`src/rtl/pipe_stage_buf.sv`:
```
// rtl/pipe_stage_buf.sv - valid/ready pipeline register with 2-entry skid buffer and flush
// Optional statistics counters: define PIPE_STAGE_BUF_STATS_EN.
module pipe_stage_buf #(
    parameter int                   PAYLOAD_W = 96,
    parameter logic [PAYLOAD_W-1:0] RESET_VAL = '0
) (
    input  logic                 clk,
    input  logic                 nrst,
    input  logic                 in_valid,
    output logic                 in_ready,
    input  logic [PAYLOAD_W-1:0] in_data,
    output logic                 out_valid,
    input  logic                 out_ready,
    output logic [PAYLOAD_W-1:0] out_data,
    input  logic                 flush,
`ifdef PIPE_STAGE_BUF_STATS_EN
    output logic [31:0]          stall_cycles,
    output logic [31:0]          flush_count,
    output logic [31:0]          full_cycles,
`endif
    output logic [1:0]           occupancy
);

    typedef enum logic [1:0] {
        EMPTY = 2'd0,
        ONE   = 2'd1,
        FULL  = 2'd2
    } state_t;

    state_t                 state_q, state_d;
    logic [PAYLOAD_W-1:0]   main_q, main_d;
    logic [PAYLOAD_W-1:0]   skid_q, skid_d;
    logic                   in_ready_q, in_ready_d;
    logic                   out_valid_q, out_valid_d;
    logic [1:0]             occ_q, occ_d;
    logic                   accept;
    logic                   emit;

    assign accept = in_valid && in_ready_q;
    assign emit   = out_valid_q && out_ready;

    always_comb begin
        state_d = state_q;
        main_d  = main_q;
        skid_d  = skid_q;
        if (flush) begin
            state_d = EMPTY;
            main_d  = RESET_VAL;
            skid_d  = RESET_VAL;
        end else begin
            case (state_q)
                EMPTY: begin
                    if (accept) begin
                        state_d = ONE;
                        main_d  = in_data;
                    end
                end
                ONE: begin
                    if (accept && emit) begin
                        main_d = in_data;
                    end else if (accept) begin
                        state_d = FULL;
                        skid_d  = in_data;
                    end else if (emit) begin
                        state_d = EMPTY;
                    end
                end
                FULL: begin
                    // Skid holds the younger entry; it becomes the head once main drains.
                    if (emit) begin
                        state_d = ONE;
                        main_d  = skid_q;
                    end
                end
                default: begin
                    state_d = EMPTY;
                end
            endcase
        end
        in_ready_d  = (state_d != FULL);
        out_valid_d = (state_d != EMPTY);
        occ_d       = state_d;
    end

    always_ff @(posedge clk or negedge nrst) begin
        if (!nrst) begin
            state_q     <= EMPTY;
            main_q      <= RESET_VAL;
            skid_q      <= RESET_VAL;
            in_ready_q  <= 1'b1;
            out_valid_q <= 1'b0;
            occ_q       <= 2'd0;
        end else begin
            state_q     <= state_d;
            main_q      <= main_d;
            skid_q      <= skid_d;
            in_ready_q  <= in_ready_d;
            out_valid_q <= out_valid_d;
            occ_q       <= occ_d;
        end
    end

    assign in_ready  = in_ready_q;
    assign out_valid = out_valid_q;
    assign out_data  = main_q;
    assign occupancy = occ_q;

`ifdef PIPE_STAGE_BUF_STATS_EN
    logic [31:0] stall_cycles_q, stall_cycles_d;
    logic [31:0] flush_count_q, flush_count_d;
    logic [31:0] full_cycles_q, full_cycles_d;

    always_comb begin
        stall_cycles_d = stall_cycles_q;
        flush_count_d  = flush_count_q;
        full_cycles_d  = full_cycles_q;
        if (out_valid_q && !out_ready && (stall_cycles_q != 32'hFFFF_FFFF)) begin
            stall_cycles_d = stall_cycles_q + 32'd1;
        end
        if (flush && (flush_count_q != 32'hFFFF_FFFF)) begin
            flush_count_d = flush_count_q + 32'd1;
        end
        if ((state_q == FULL) && (full_cycles_q != 32'hFFFF_FFFF)) begin
            full_cycles_d = full_cycles_q + 32'd1;
        end
    end

    always_ff @(posedge clk or negedge nrst) begin
        if (!nrst) begin
            stall_cycles_q <= 32'd0;
            flush_count_q  <= 32'd0;
            full_cycles_q  <= 32'd0;
        end else begin
            stall_cycles_q <= stall_cycles_d;
            flush_count_q  <= flush_count_d;
            full_cycles_q  <= full_cycles_d;
        end
    end

    assign stall_cycles = stall_cycles_q;
    assign flush_count  = flush_count_q;
    assign full_cycles  = full_cycles_q;
`endif

endmodule

```
`config.mk`:
```
export PLATFORM = sky130hd
export DESIGN_NAME = pipe_stage_buf
export DESIGN_NICKNAME = d
export VERILOG_FILES = /design/src/rtl/pipe_stage_buf.sv
export SDC_FILE = /design/constraint.sdc
export NUM_CORES = 1
export LEC_CHECK = 0
export CORE_MARGIN = 3
export CORE_UTILIZATION = 40
export CTS_BUF_LIST = sky130_fd_sc_hd__clkbuf_4 sky130_fd_sc_hd__clkbuf_8 sky130_fd_sc_hd__clkbuf_16
export DETAILED_ROUTE_END_ITERATION = 16
export GPL_ROUTABILITY_DRIVEN = 0
export HOLD_SLACK_MARGIN = 0.03
export PLACE_DENSITY = 0.67
export SLEW_MARGIN = 0
export SYNTH_ARGS = -nofsm -noshare
export SYNTH_HDL_FRONTEND = slang
export SYNTH_SLANG_ARGS = --single-unit
```
`constraint.sdc`:
```
create_clock -name clk -period 2 [get_ports clk]
set_clock_uncertainty 0.05 [all_clocks]
set_input_delay 0.4 -clock clk [delete_from_list [all_inputs] [get_ports clk]]
set_output_delay 0.4 -clock clk [all_outputs]
set_load 0.01 [all_outputs]
```
# After elaboration in Yosys (flattened, before gate mapping)
# Index checks and enable logic that the tools add are counted.
# word_totals
register_bits	196
elab_cells	37
# op_classes
n_eq_ne	7
muxes	15
n_reduce_logical	10
# op_table
cell	n
$mux W96	7
$pmux W96 S3	1
$mux W2	6
$ne A3 B3 Y1 const B	3
$pmux W2 S3	1
$reduce_bool A2 Y1	3
$ne A2 B2 Y1 const B	2
$reduce_and A4 Y1	1
$reduce_bool A4 Y1	1
$logic_and A1 B1 Y1	3
$reduce_and A3 Y1	1
$eq A2 B1 Y1 const B	1
$eq A2 B2 Y1 const B	1
$logic_not A2 Y1	1

# Logic depth before layout (Yosys ltp)
# Gate-level depths: netlist of run 1.
# depth
word_depth	7
ltp_mapped	8
depth_no_buf	3

# Least setup slack after synthesis of run 1
# No wires, ideal clock.
# synth_path
kind	reg-to-reg
start	register in_ready_q, in the netlist in_ready
end	register main_q[19], in the netlist out_data[19]
arrival_time_ns	1.740
required_ns	1.800
path_slack_ns	0.060
path_stages_with_launch	9
path_buffers	5
cell_sequence	dfstp_2 -> nor4bb_1 -> buf_2 -> buf_2 -> a211o_1 -> buf_2 -> buf_6 -> buf_6 -> a211oi_2
# synth_via
elab_chain_cells	4
word_cells_on_any_way	5
classes_between	eq/ne (2); reduce/logical (3)
# synth_rtl
item	line	rtl
start, declared	33	logic in_ready_q, in_ready_d;
start signal, assigned	97	in_ready_q <= in_ready_d;
$logic_and A1 B1 Y1 *	39	assign accept = in_valid && in_ready_q;
$logic_and A1 B1 Y1	59	if (accept && emit) begin
$ne A3 B3 Y1 (no line)	--	
$reduce_and A4 Y1 (no line) *	--	
end signal, assigned	95	main_q <= main_d;
end, declared	31	logic [PAYLOAD_W-1:0] main_q, main_d;
# Every way passes the cells marked *; elsewhere a longest branch is shown, timed or not.
# A chain may end at the register's enable or synchronous reset.

# Final worst setup path of run 1
# layout_path
start	register occ_q[0], in the netlist occupancy[0]
end	output port occupancy[0]
# layout_lines
item	line	rtl
start, declared	35	logic [1:0] occ_q, occ_d;
start signal, assigned	92	occ_q <= 2'd0;
start signal, assigned	99	occ_q <= occ_d;
end, declared	21	output logic [1:0] occupancy
# No word-level cell between the ends.

==> results.py, run 1 <==
metrics = {
    "pwr": {
        "power_frac_seq_pct": 42.1,
        "finalPower_mw": 10.8,
        "clock_power_share_pct": 31.1,
        "p_int_mw": 7.51,
        "swShare_pct": 30.5,
        "combPwrFrac_pct": 26.9,
        "power.switching_mw": 3.30,
        "p_leak_nw": 4.96,
        "vdd.ir_drop.worst_uv": 461,
        "p_per_area_nw_per_um2": 817,
    },
    "critical_path": {
        "worstPathRequired_ns": 1.55,
        "r2r_end": "out_data[6]$_DFFE_PN0P_",
        "endpoint_kind": "output pin",
        "path_max_fanout": 7,
        "cpPeakStageDelay_ns": 0.60,
        "r2r_cells": 6,
        "path_delay_family": "buffers and inverters",
        "critical_path_class": "reg -> out",
        "cp_cell_sequence": "clkdlybuf4s50_1",
        "reg2reg_slack_ns": 0.13,
        "startpoint_type": "flop",
        "slowest_stage": "clkdlybuf4s50_1",
        "cp_num_buf_inv": 1,
        "r2r-start": "in_ready$_DFF_PN1_",
        "worstPathArrival_ns": 1.48,
    },
    "detailed_routing": {
        "viasPerCell": 6.06,
        "via_count": 8585,
        "drtIter0Drc": 619,
        "ant_nets": 0,
        "routed_wl_mm": 30.4,
        "avgRoutedWirePerCell_um": 21.5,
        "dr.pass1.iters": 5,
        "drc": 0,
    },
    "floorplan": {
        "die_area_um2": 26400,
        "core_area_um2": 23800,
        "start_util_pct": 41.2,
        "chipWidth_um": 162,
        "io_pins": 201,
        "dieHeight_um": 162,
        "rows": 56,
    },
    "finish": {
        "fillerInstances": 2030,
        "regArea_um2": 4910,
        "final_net_count": 1184,
        "instances_no_fill": 1416,
        "area_delta_synth_final_pct": 35.3,
        "multi_input_area_um2": 4370,
        "drive_above_1_share_pct": 14.1,
    },
    "synthesis": {
        "synth_nets": 1025,
        "yosysWarningCount": 0,
        "yosysTopAreaCellShare_pct": 49.9,
        "yosysSeqAreaShare_pct": 50.2,
        "synth_cells": 924,
        "synth-seq-cells": 196,
        "synth_top_area_cell": "dfrtp_1",
        "synth_cell_type_count": 28,
        "postSynthAreaPerCell_um2": 10.6,
        "syn_area_um2": 9780,
        "ys_top_cells_by_area": "dfrtp_1, mux2i_1, a2111oi_0",
    },
    "clock_tree": {
        "cts_tree": "built",
        "clk_pin_slew_ns": 0.07,
        "insertion_delay_ns": 0.43,
        "ctsRootBufferMaster": "clkbuf_16",
        "cts_sinks": 196,
        "cts_buffer_depth": 2,
        "htreeDepth": 4,
        "cts_buffers": 17,
    },
    "timing": {
        "finalSetupTns_ns": 0,
        "fin_crit_sh_pct": 96.7,
        "clock.fmax_mhz": 517,
        "slew_viol_final": 0,
        "rsz0062_at_grt": "no",
        "hold_violations": 0,
        "hold_ws_ns": 0.350,
        "finalSetupViolCount": 0,
        "slew_headroom_pct": 57.4,
        "fin_ws_ns": 0.0655,
        "max_slew.worst_pin.slew_ns": 0.623,
        "min_period_ns": 1.93,
    },
    "worst_hold_path": {
        "hp-class": "in -> reg",
        "holdCritStartpoint": "flush",
        "min_to": "skid_q[74]$_DFFE_PN0P_",
        "min_path_cells": 2,
    },
    "global_routing": {
        "met2_usage_pct": 34.1,
        "grt_util_met1_pct": 34.2,
        "grt_pass1_wl_mm": 48.5,
        "grt_pass1_vias": 8348,
        "track_usage_pct": 22.8,
        "met3_usage_pct": 4.81,
        "grt-busiest-layer": "met1",
        "antenna_found_initial": 2,
        "grt_overflow": 0,
        "grt_max_degree": 61,
    },
    "status": {
        "status": "completed",
    },
    "placement": {
        "place_ws_ns": -0.286,
        "dp_cells": 1381,
        "port_buffers": 200,
        "hpwlAfterDp_mm": 19.2,
    },
    "job": {
        "cap_violations": 0,
    },
}
## placed cells by master (no fill, tap or decap), drive strengths merged, types with 3 or more instances in the layout
cell | Yosys | layout
clkbuf | 101 | 22
mux2i | 96 | 96
o21ai | 97 | 97
a2111oi | 96 | 96
a21oi | 101 | 101
clkinv | 0 | 4
nand3 | 96 | 96
dfrtp | 195 | 195
clkinvlp | 0 | 5
a211oi | 96 | 96
clkdlybuf4s50 | 0 | 196
buf | 28 | 69
nand2 | 3 | 3
## through the flow
step / area (um2) / util, %
floorplan: 9780 / -
global placement: 12600 / 53.2
detailed placement: 12600 / 53.2
CTS: 13200 / 55.6
global route: 13200 / 55.7
finish: 13200 / 55.7
## cell usage after synthesis
| cell type | instances |
|---|---|
| and4_1 | 1 |
| nor2b_1 | 1 |
| a21boi_0 | 1 |
| dfrtp_1 | 195 |
| clkbuf_1 | 101 |
| buf_6 | 6 |
| a21bo_2 | 1 |
| buf_4 | 1 |
| and4b_1 | 1 |
| nand2b_1 | 1 |
| and2_1 | 1 |
| nand2_1 | 3 |
| inv_2 | 1 |
| a211oi_1 | 56 |
| dfstp_2 | 1 |
| nand3b_1 | 1 |
| buf_1 | 2 |
| o21ai_0 | 97 |
| buf_2 | 19 |
| nor4bb_1 | 1 |
| and3b_1 | 1 |
| a211oi_2 | 40 |
| a21o_1 | 2 |
| nand3_1 | 96 |
| a211o_1 | 1 |
| a21oi_1 | 101 |
| mux2i_1 | 96 |
| a2111oi_0 | 96 |
## registers in the layout, indices dropped and copies added (netlist names)
name,cells
out_data,96
skid_q,96
occupancy,2
in_ready,1
out_valid,1
## how the worst max path moves through the flow
stage / from / endpoint / slack (ns) / depth (start not counted)
global route: in_ready$_DFF_PN1_ / out_data[7]$_DFFE_PN0P_ / 0.004 / 6
detailed placement: out_ready / out_data[11]$_DFFE_PN0P_ / -0.29 / 5
global placement: out_ready / out_data[10]$_DFFE_PN0P_ / -0.19 / 5
finish: occupancy[0]$_DFF_PN0_ / occupancy[0] / 0.07 / 1
CTS: out_valid$_DFF_PN0_ / out_valid / 0.02 / 2
floorplan: in_ready$_DFF_PN1_ / out_data[19]$_DFFE_PN0P_ / 0.06 / 8
## power by group through the flow
stage               sequential (mW)  combinational, mW  clock, mW
finish                         4.55               2.91       3.36
global placement               4.62               2.88          0
CTS                            4.55               2.92       3.43
floorplan                      4.67               1.24          0
global route                   4.58               3.13       3.59
detailed placement             4.62               2.91          0
## repair_timing
item                                   CTS  global route
hold buffers                             1             0
resized for setup                        4             0
endpoints found under the hold margin   31             0
setup buffers                            0             1
setup endpoints to repair                3             1
## cell families (layout without fill, tap and decap cells)
group	after synthesis	count (layout)	synth area share, %
flip-flops	196	196	50.2
buffers and inverters	130	302	5.73
other	0	1	0
AND/OR/NAND/NOR	107	107	5.68
AO/OA/AOI/OAI	395	395	28.6
multiplexers	96	96	9.83
## area by class of cell
| type | instances | area share (%) |
|---|---|---|
| flip-flops and latches | 196 | 37.1 |
| clock inverters | 11 | 0.785 |
| repair buffers | 269 | 22.5 |
| inverters | 1 | 0.0284 |
| well taps | 319 | 3.02 |
| clock buffers | 21 | 3.49 |
| multi-input cells | 598 | 33.0 |
| diodes | 1 | 0.0189 |
## metal layers
metal  share of wire, %  up-vias
met5              0.079        -
met3                7.3       30
li1                   -     3894
met4                1.5        4
met1                 45     4305
met2                 46      352
(Power assumes the default switching activity.)
==> run 2: changes to the inputs <==
--- a/config.mk
+++ b/config.mk
@@ -9,7 +9,6 @@
 export CORE_UTILIZATION = 40
 export CTS_BUF_LIST = sky130_fd_sc_hd__clkbuf_4 sky130_fd_sc_hd__clkbuf_8 sky130_fd_sc_hd__clkbuf_16
 export DETAILED_ROUTE_END_ITERATION = 16
-export GPL_ROUTABILITY_DRIVEN = 0
 export HOLD_SLACK_MARGIN = 0.03
 export PLACE_DENSITY = 0.67
 export SLEW_MARGIN = 0
==> results of run 2 <==
No change in the layout: final DEF, timing and power equal those of run 1.
